$ cat src/rtl/lsu_rmw.sv
// rtl/lsu_rmw.sv - load/store alignment unit with sub-word read-modify-write
module lsu_rmw #(
    parameter int CNT_W = 32
) (
    input  logic             clk,
    input  logic             rst,
    input  logic             req_valid,
    input  logic             req_wr,
    input  logic [2:0]       req_funct3,
    input  logic [31:0]      req_addr,
    input  logic [31:0]      req_wdata,
    output logic             stall,
    output logic [31:0]      ld_data,
    output logic             ld_valid,
    output logic             misalign,
    output logic             illegal,
    output logic [31:0]      mem_ad,
    output logic [31:0]      mem_wrtDat,
    output logic             mem_memWrt,
    input  logic [31:0]      mem_redDat,
    output logic [CNT_W-1:0] rmw_count
);

    typedef enum logic {
        IDLE  = 1'b0,
        WRITE = 1'b1
    } state_t;

    state_t      state;
    state_t      state_nxt;
    logic [31:0] merge_q;
    logic [31:0] addr_q;
    logic [31:0] merged;
    logic [31:0] word_ad;
    logic        legal;
    logic        mis;
    logic        capture;
    logic [7:0]  byte_lane;
    logic [15:0] half_lane;

    assign word_ad = {req_addr[31:2], 2'b00};

    // Decode legality, alignment, lane extraction and the merged store word
    always_comb begin
        legal = 1'b0;
        if (req_wr) begin
            legal = (req_funct3 == 3'b000) || (req_funct3 == 3'b001) || (req_funct3 == 3'b010);
        end else begin
            legal = (req_funct3 == 3'b000) || (req_funct3 == 3'b001) || (req_funct3 == 3'b010) ||
                    (req_funct3 == 3'b100) || (req_funct3 == 3'b101);
        end

        mis = ((req_funct3[1:0] == 2'b01) && req_addr[0]) ||
              ((req_funct3[1:0] == 2'b10) && (req_addr[1:0] != 2'b00));

        byte_lane = mem_redDat[7:0];
        case (req_addr[1:0])
            2'b00: byte_lane = mem_redDat[7:0];
            2'b01: byte_lane = mem_redDat[15:8];
            2'b10: byte_lane = mem_redDat[23:16];
            2'b11: byte_lane = mem_redDat[31:24];
            default: byte_lane = mem_redDat[7:0];
        endcase
        half_lane = req_addr[1] ? mem_redDat[31:16] : mem_redDat[15:0];

        merged = mem_redDat;
        if (req_funct3[1:0] == 2'b00) begin
            case (req_addr[1:0])
                2'b00: merged[7:0]   = req_wdata[7:0];
                2'b01: merged[15:8]  = req_wdata[7:0];
                2'b10: merged[23:16] = req_wdata[7:0];
                2'b11: merged[31:24] = req_wdata[7:0];
                default: merged[7:0] = req_wdata[7:0];
            endcase
        end else if (req_addr[1]) begin
            merged[31:16] = req_wdata[15:0];
        end else begin
            merged[15:0] = req_wdata[15:0];
        end
    end

    // Next-state and memory/pipeline strobes; reset masks every strobe
    always_comb begin
        state_nxt  = state;
        stall      = 1'b0;
        ld_data    = 32'h0;
        ld_valid   = 1'b0;
        misalign   = 1'b0;
        illegal    = 1'b0;
        mem_ad     = word_ad;
        mem_wrtDat = req_wdata;
        mem_memWrt = 1'b0;
        capture    = 1'b0;
        case (state)
            IDLE: begin
                if (req_valid) begin
                    if (!legal) begin
                        illegal = 1'b1;
                    end else if (mis) begin
                        misalign = 1'b1;
                    end else if (!req_wr) begin
                        ld_valid = 1'b1;
                        case (req_funct3)
                            3'b000:  ld_data = {{24{byte_lane[7]}}, byte_lane};
                            3'b001:  ld_data = {{16{half_lane[15]}}, half_lane};
                            3'b100:  ld_data = {24'h0, byte_lane};
                            3'b101:  ld_data = {16'h0, half_lane};
                            default: ld_data = mem_redDat;
                        endcase
                    end else if (req_funct3 == 3'b010) begin
                        mem_memWrt = 1'b1;
                    end else begin
                        stall     = 1'b1;
                        capture   = 1'b1;
                        state_nxt = WRITE;
                    end
                end
            end
            WRITE: begin
                // Request inputs still show the held store; only the registers matter here
                mem_ad     = addr_q;
                mem_wrtDat = merge_q;
                mem_memWrt = 1'b1;
                state_nxt  = IDLE;
            end
            default: state_nxt = IDLE;
        endcase
        if (rst) begin
            stall      = 1'b0;
            mem_memWrt = 1'b0;
            ld_valid   = 1'b0;
            misalign   = 1'b0;
            illegal    = 1'b0;
        end
    end

    // State register
    always_ff @(posedge clk) begin
        if (rst) begin
            state <= IDLE;
        end else begin
            state <= state_nxt;
        end
    end

    // Capture merged word and word address in the read cycle of a sub-word store
    always_ff @(posedge clk) begin
        if (rst) begin
            merge_q <= 32'h0;
            addr_q  <= 32'h0;
        end else if (capture) begin
            merge_q <= merged;
            addr_q  <= word_ad;
        end
    end

    // Count sub-word stores as their write cycle completes; wraps naturally
    always_ff @(posedge clk) begin
        if (rst) begin
            rmw_count <= '0;
        end else if (state == WRITE) begin
            rmw_count <= rmw_count + CNT_W'(1);
        end
    end

endmodule

$ cat config.mk
export PLATFORM = sky130hd
export DESIGN_NAME = lsu_rmw
export DESIGN_NICKNAME = d
export VERILOG_FILES = /design/src/rtl/lsu_rmw.sv
export SDC_FILE = /design/constraint.sdc
export NUM_CORES = 1
export LEC_CHECK = 0
export CORE_ASPECT_RATIO = 2
export CORE_MARGIN = 8
export CORE_UTILIZATION = 39
export CTS_CLUSTER_SIZE = 16
export DETAILED_ROUTE_END_ITERATION = 8
export GPL_TIMING_DRIVEN = 0
export PLACE_DENSITY = 0.83
export SLEW_MARGIN = 40
export SYNTH_ARGS = -nofsm -noshare
export SYNTH_HDL_FRONTEND = slang
export SYNTH_SLANG_ARGS = --single-unit
export TNS_END_PERCENT = 30
$ cat constraint.sdc
create_clock -name clk -period 2 [get_ports clk]
set_input_delay 0.4 -clock clk [delete_from_list [all_inputs] [get_ports clk]]
set_output_delay 0.4 -clock clk [all_outputs]
set_load 0.005 [all_outputs]
; Word-level counts from Yosys, hierarchy flattened
; Index checks and enable logic that the tools add are counted.
[word_totals]
register_bits = 95
latchBits = 0
ramBits = 0
mem_bits_ro = 0
output_inout_bits = 133
wordCells = 74
mem_count = 0
[op_classes]
addsub = 1
n_mul = 0
n_div = 0
magnitude_cmp = 0
eq_ne = 9
shifts = 0
muxes = 48
bitwise = 1
n_reduce_logical = 11
[ops]
columns = cell, n
row1 = 2-to-1 mux 32 bit, 8
row2 = one-hot mux 32 bit (4 select lines), 1
row3 = 2-to-1 mux 16 bit, 3
row4 = "adder 32 x 1 -> 32 bit, second input constant", 1
row5 = 2-to-1 mux 8 bit, 4
row6 = one-hot mux 8 bit (4 select lines), 1
row7 = 2-to-1 mux 1 bit, 29
row8 = "== test 2 bit, second input constant", 3
row9 = "== test 3 bit, second input constant", 2
row10 = logical OR 1 bit, 5
row11 = "== test 2 x 1 -> 1 bit, second input constant", 2
row12 = logical NOT 2 bit, 2
row13 = one-hot mux 1 bit (2 select lines), 2
row14 = "== test 3 x 1 -> 1 bit, second input constant", 1
row15 = "== test 3 x 2 -> 1 bit, second input constant", 1
row16 = logical NOT 3 bit, 1
row17 = logical AND 1 bit, 2
row18 = nonzero test 2 bit, 1
row19 = NOT 1 bit, 1

; Logic depth before layout (Yosys ltp)
[logic_depth]
depth_word = 10
depth_mapped = 8
mapped_depth_nobuf = 5

; Worst setup path before layout
; OpenSTA, ideal clock, no wires.
[synth_timing]
kind = input to output
startpoint = in req_addr[0]
endpoint = out ld_data[1]
arrival_time_ns = 1.722
t_required_ns = 1.600
slack_ns = -0.122
cell_stages = 7
path_buffers = 3
cell_sequence = buf_2 nor2b_1 clkbuf_1 o21ai_1 clkbuf_1 or3_1 a21oi_1
[synth_between]
elab_chain_len = 8
word_cells_on_any_way = 15
classes_between = eq/ne (3) / mux (7) / reduce/logical (5)
[synth_lines]
columns = item, line_no
row1 = "start, declared", 10  ; input logic [31:0] req_addr,
row2 = "== test 2 bit, or another cell as far along", 57  ; case (req_addr[1:0])
row3 = one-hot mux 8 bit (4 select lines), 57
row4 = one-hot mux 32 bit (4 select lines), 103  ; case (req_funct3)
row5 = 2-to-1 mux 32 bit, 101  ; end else if (!req_wr) begin
row6 = 2-to-1 mux 32 bit (*), 99  ; end else if (mis) begin
row7 = 2-to-1 mux 32 bit (*), 97  ; if (!legal) begin
row8 = 2-to-1 mux 32 bit (*), 96  ; if (req_valid) begin
row9 = 2-to-1 mux 32 bit (*), 94  ; case (state)
row10 = "end, declared", 13  ; output logic [31:0] ld_data,
; Mark *: on every way between the ends. The rest lies on a longest branch, timed or not.

; Worst setup path in the final report
[layout_timing]
startpoint = in req_addr[1]
endpoint = out misalign
[layout_between]
elab_chain_len = 8
[layout_lines]
columns = item, line_no
row1 = nonzero test 2 bit, 54  ; ((req_funct3[1:0] == 2'b10) && (req_addr[1:0] != 2'b00));
row2 = logical AND 1 bit, 54
row3 = logical OR 1 bit, 53  ; mis = ((req_funct3[1:0] == 2'b01) && req_addr[0]) ||
row4 = 2-to-1 mux 1 bit, 99
row5 = 2-to-1 mux 1 bit, 97
row6 = 2-to-1 mux 1 bit, 96
row7 = 2-to-1 mux 1 bit, 94
row8 = 2-to-1 mux 1 bit, 128  ; if (rst) begin
row9 = "end, declared", 15  ; output logic misalign,
; No other way between the ends.

==> run metrics <==
Final period util=111.5%; final setup margin=-0.2297 ns; Syn. warnings=0; cell accounting for the most synthesized area=dfxtp_1; crit start category=input port; Routed Antenna Nets=0; antenna violations before repair=0; Synth area leaders=dfxtp_1 34%, mux2_2 14%, a21oi_1 7.9%; CP max FO=10; Clock Tree Buf Depth=2; share of layout cells above drive strength 1=33.30%; Post-synth EDFFs=0; die width=around 100 µm; endpoints failing setup=68; Total Neg Setup Slack=-6.260 ns; Top FF cell, synth=dfxtp_1; number of remaining DRC errors=0; H-Tree Depth=3; grt ovf=0; Hold Crit Class=in2reg; Inserted Diodes=0; CP Class=in2out; area of the multi-input gates=roughly 3700 µm²; critical path capture point type=output pin; Layout area overhead=68.77%; final hold violation count=0; violated checks=negative setup slack; Port Buffers=230; IO Pins=236; Leakage=3.866 nW; Die Ht=185.4 µm; Worst-Margin Slew=0.6941 ns; Cells after DPL=between 1k and 1.5k; final net count=approximately 1.1k; Layout fillers=around 1.1k; Final Slew Violations=0; routed vias/inst=5.776; placed cell areas=8163 µm²; routed vias=6850; status=finished, violations left; Synth top area share=about a third; sequential cell area fraction in the yosys report=between 30 and 40%; CTS Sinks=95; number of global-route vias before repair=approximately 7k; PD cells=505.4 nW/µm²; Die ar.=18660 µm²; Post-Syn Area=5593 µm²; initial core utilization=39.40%; Post-Syn Instances=695; Worst VDD drop=0.4838 mV; Seq. cell area=1912 µm²; Post-DP HPWL=18.24 mm; Req. time, crit path=1.60 ns; final WL=roughly 25 mm; TritonCTS clock tree=built; Clk Latency, worst-skew pair=around 0.34 ns; largest net degree at the start of global routing=17; post-synthesis cell type count=48; Total GRT Usage=25.53%; Slowest cell on crit path=clkdlybuf4s50_1; final hold slack=0.3699 ns; area of the core=between 10000 and 15000 µm²; crit path DAT=1.83 ns; RSZ-0062 raised after global routing=yes; RePlAce Congestion=approximately 0.94; wire per inst=about 21 µm; CTS buffer count=9; 1st-iter DRT viols=489; crit path time final=2.230 ns; CP Cell Sequence=buf_12, buf_4, buf_8, nor2_1, o31ai_2, and3_4, clkdlybuf4s50_1; Seq cells post-synth=95; num rows=62; Syn Area/Cell=8.047 µm²; 1st-pass router iterations=7; Finished Cell Area=9439 µm²; critical path's largest stage delay=roughly 0.51 ns; Synth async-reset ratio=0%; achievable frequency=448.5 MHz; clk slew on worst S/H paths=0.06 ns; final core utilization=~66%; clk root buf=clkbuf_16; maxcap violations=0; Clock Skew=between 0.006 and 0.007 ns; Slew headroom=roughly 54%; first-pass GRT wire length=37.39 mm; final non-filler cell total=approximately 1.2k
==> where the power goes <==
group	leakage, nW	switching [mW]	internal [mW]
combinational	2.94	0.496	0.563
sequential	0.771	0.0182	1.92
clock	0.150	0.766	1.01
total	3.87	1.28	3.49
==> cells in the mapped netlist, types with 3 or more instances <==
cell	instances
nand2_1	111
mux2_2	69
or3_1	9
a21oi_1	88
mux2i_1	10
a211oi_1	12
o21ai_0	9
and4_1	5
nand4_1	13
buf_2	15
o221ai_1	16
o22a_1	8
clkbuf_8	4
nor2_1	64
xor2_1	9
nand3_1	20
and3_1	6
clkbuf_1	37
or4_1	13
a221oi_1	10
a21o_1	3
a311oi_1	8
inv_1	16
o31ai_1	14
dfxtp_1	95
xnor2_1	4
==> final timing paths <==
| check | endpoint | cells after the start | slack (ns) | start |
|---|---|---|---|---|
| max | misalign | 7 | -0.23 | req_addr[1] |
| min | merge_q[23] | 3 | 0.37 | mem_redDat[23] |
| max reg2reg | rmw_count[23] | 6 | -0.03 | rmw_count[13] |
| min reg2reg | addr_q[10] | 2 | 0.45 | addr_q[10] |
==> kinds of logic (layout without fill, tap and decap cells) <==
| family | count (synthesis) | in the layout | synth area share, % |
|---|---|---|---|
| and+or+nand+nor | 256 | 256 | 21.36 |
| AOI/OAI and AO/OA | 172 | 172 | 19.60 |
| DFF | 95 | 95 | 34.00 |
| muxes | 80 | 80 | 16.09 |
| buffers and inverters | 77 | 375 | 6.622 |
| xor gates and xnor gates | 13 | 13 | 2.036 |
| adders and majority gates | 1 | 1 | 0.2237 |
| other | 1 | 2 | 0.06705 |
==> layout make-up <==
class | count | share of cell area, %
Timing Repair Buffer | 284 | 28.00
Buffer | 59 | 5.846
Multi-Input combinational cell | 524 | 39.44
Tap cell | 192 | 2.545
Sequential cell | 95 | 20.25
Inverter | 16 | 0.6760
Clock buffer | 10 | 2.532
Clock inverter | 6 | 0.7158
==> sequential cells by signal, summed over array words and instances, names as in the netlist <==
| register | count |
|---|---|
| merge_q | 32 |
| rmw_count | 32 |
| addr_q | 30 |
| state | 1 |
==> metal layers <==
| layer | vias to the layer above | track usage, % | part of all wire (%) |
|---|---|---|---|
| met5 | - | 0 | 0 |
| li1 | 3094 | - | - |
| met4 | 0 | 14.09 | 4.6 |
| met2 | 427 | 42.95 | 49 |
| met3 | 74 | 8.095 | 10 |
| met1 | 3255 | 27.50 | 37 |
==> critical path, delay by kind of cell <==
family / cells / cell delay, ns
buf+inv: 4 / 0.94
simple gates: 2 / 0.29
compound gates: 1 / 0.20
==> metrics by stage <==
stage | total power [mW] | worst slack (ns)
2_1_floorplan | 2.336 | 0.01415
4_1_cts | 4.752 | -0.2232
3_3_place_gp | 2.868 | -1.461
3_5_place_dp | 2.877 | -1.457
5_1_grt | 4.923 | -0.2873
6_report | 4.771 | -0.2297
==> repair_timing <==
| action | in CTS | in global routing |
|---|---|---|
| gates cloned | 2 | 0 |
| setup buffers | 43 | 10 |
| setup endpoints to repair | 168 | 108 |
| pin swaps | 24 | 6 |
| gates resized for setup | 494 | 92 |
| hold buffers | 0 | 0 |
==> cell usage in the layout, fill, tap and decap left out, types with 9 or more instances in the layout <==
master | netlist | layout
nand2_1 | 111 | 110
clkdlybuf4s50_1 | 0 | 109
xor2_1 | 9 | 9
clkbuf_16 | 0 | 14
a21oi_1 | 88 | 82
buf_6 | 2 | 53
dlymetal6s2s_1 | 0 | 21
dlygate4sd2_1 | 0 | 18
clkbuf_2 | 0 | 24
inv_1 | 16 | 14
mux2_4 | 0 | 28
buf_2 | 15 | 45
nor2_2 | 0 | 11
clkbuf_1 | 37 | 17
buf_4 | 2 | 29
nor2_1 | 64 | 47
a221oi_2 | 0 | 9
or4_1 | 13 | 13
buf_8 | 0 | 9
dfxtp_1 | 95 | 89
mux2i_1 | 10 | 10
o221ai_1 | 16 | 15
mux2_2 | 69 | 41
nand3_1 | 20 | 20
nand4_1 | 13 | 13
o31ai_1 | 14 | 13
(Power assumes the default switching activity.)
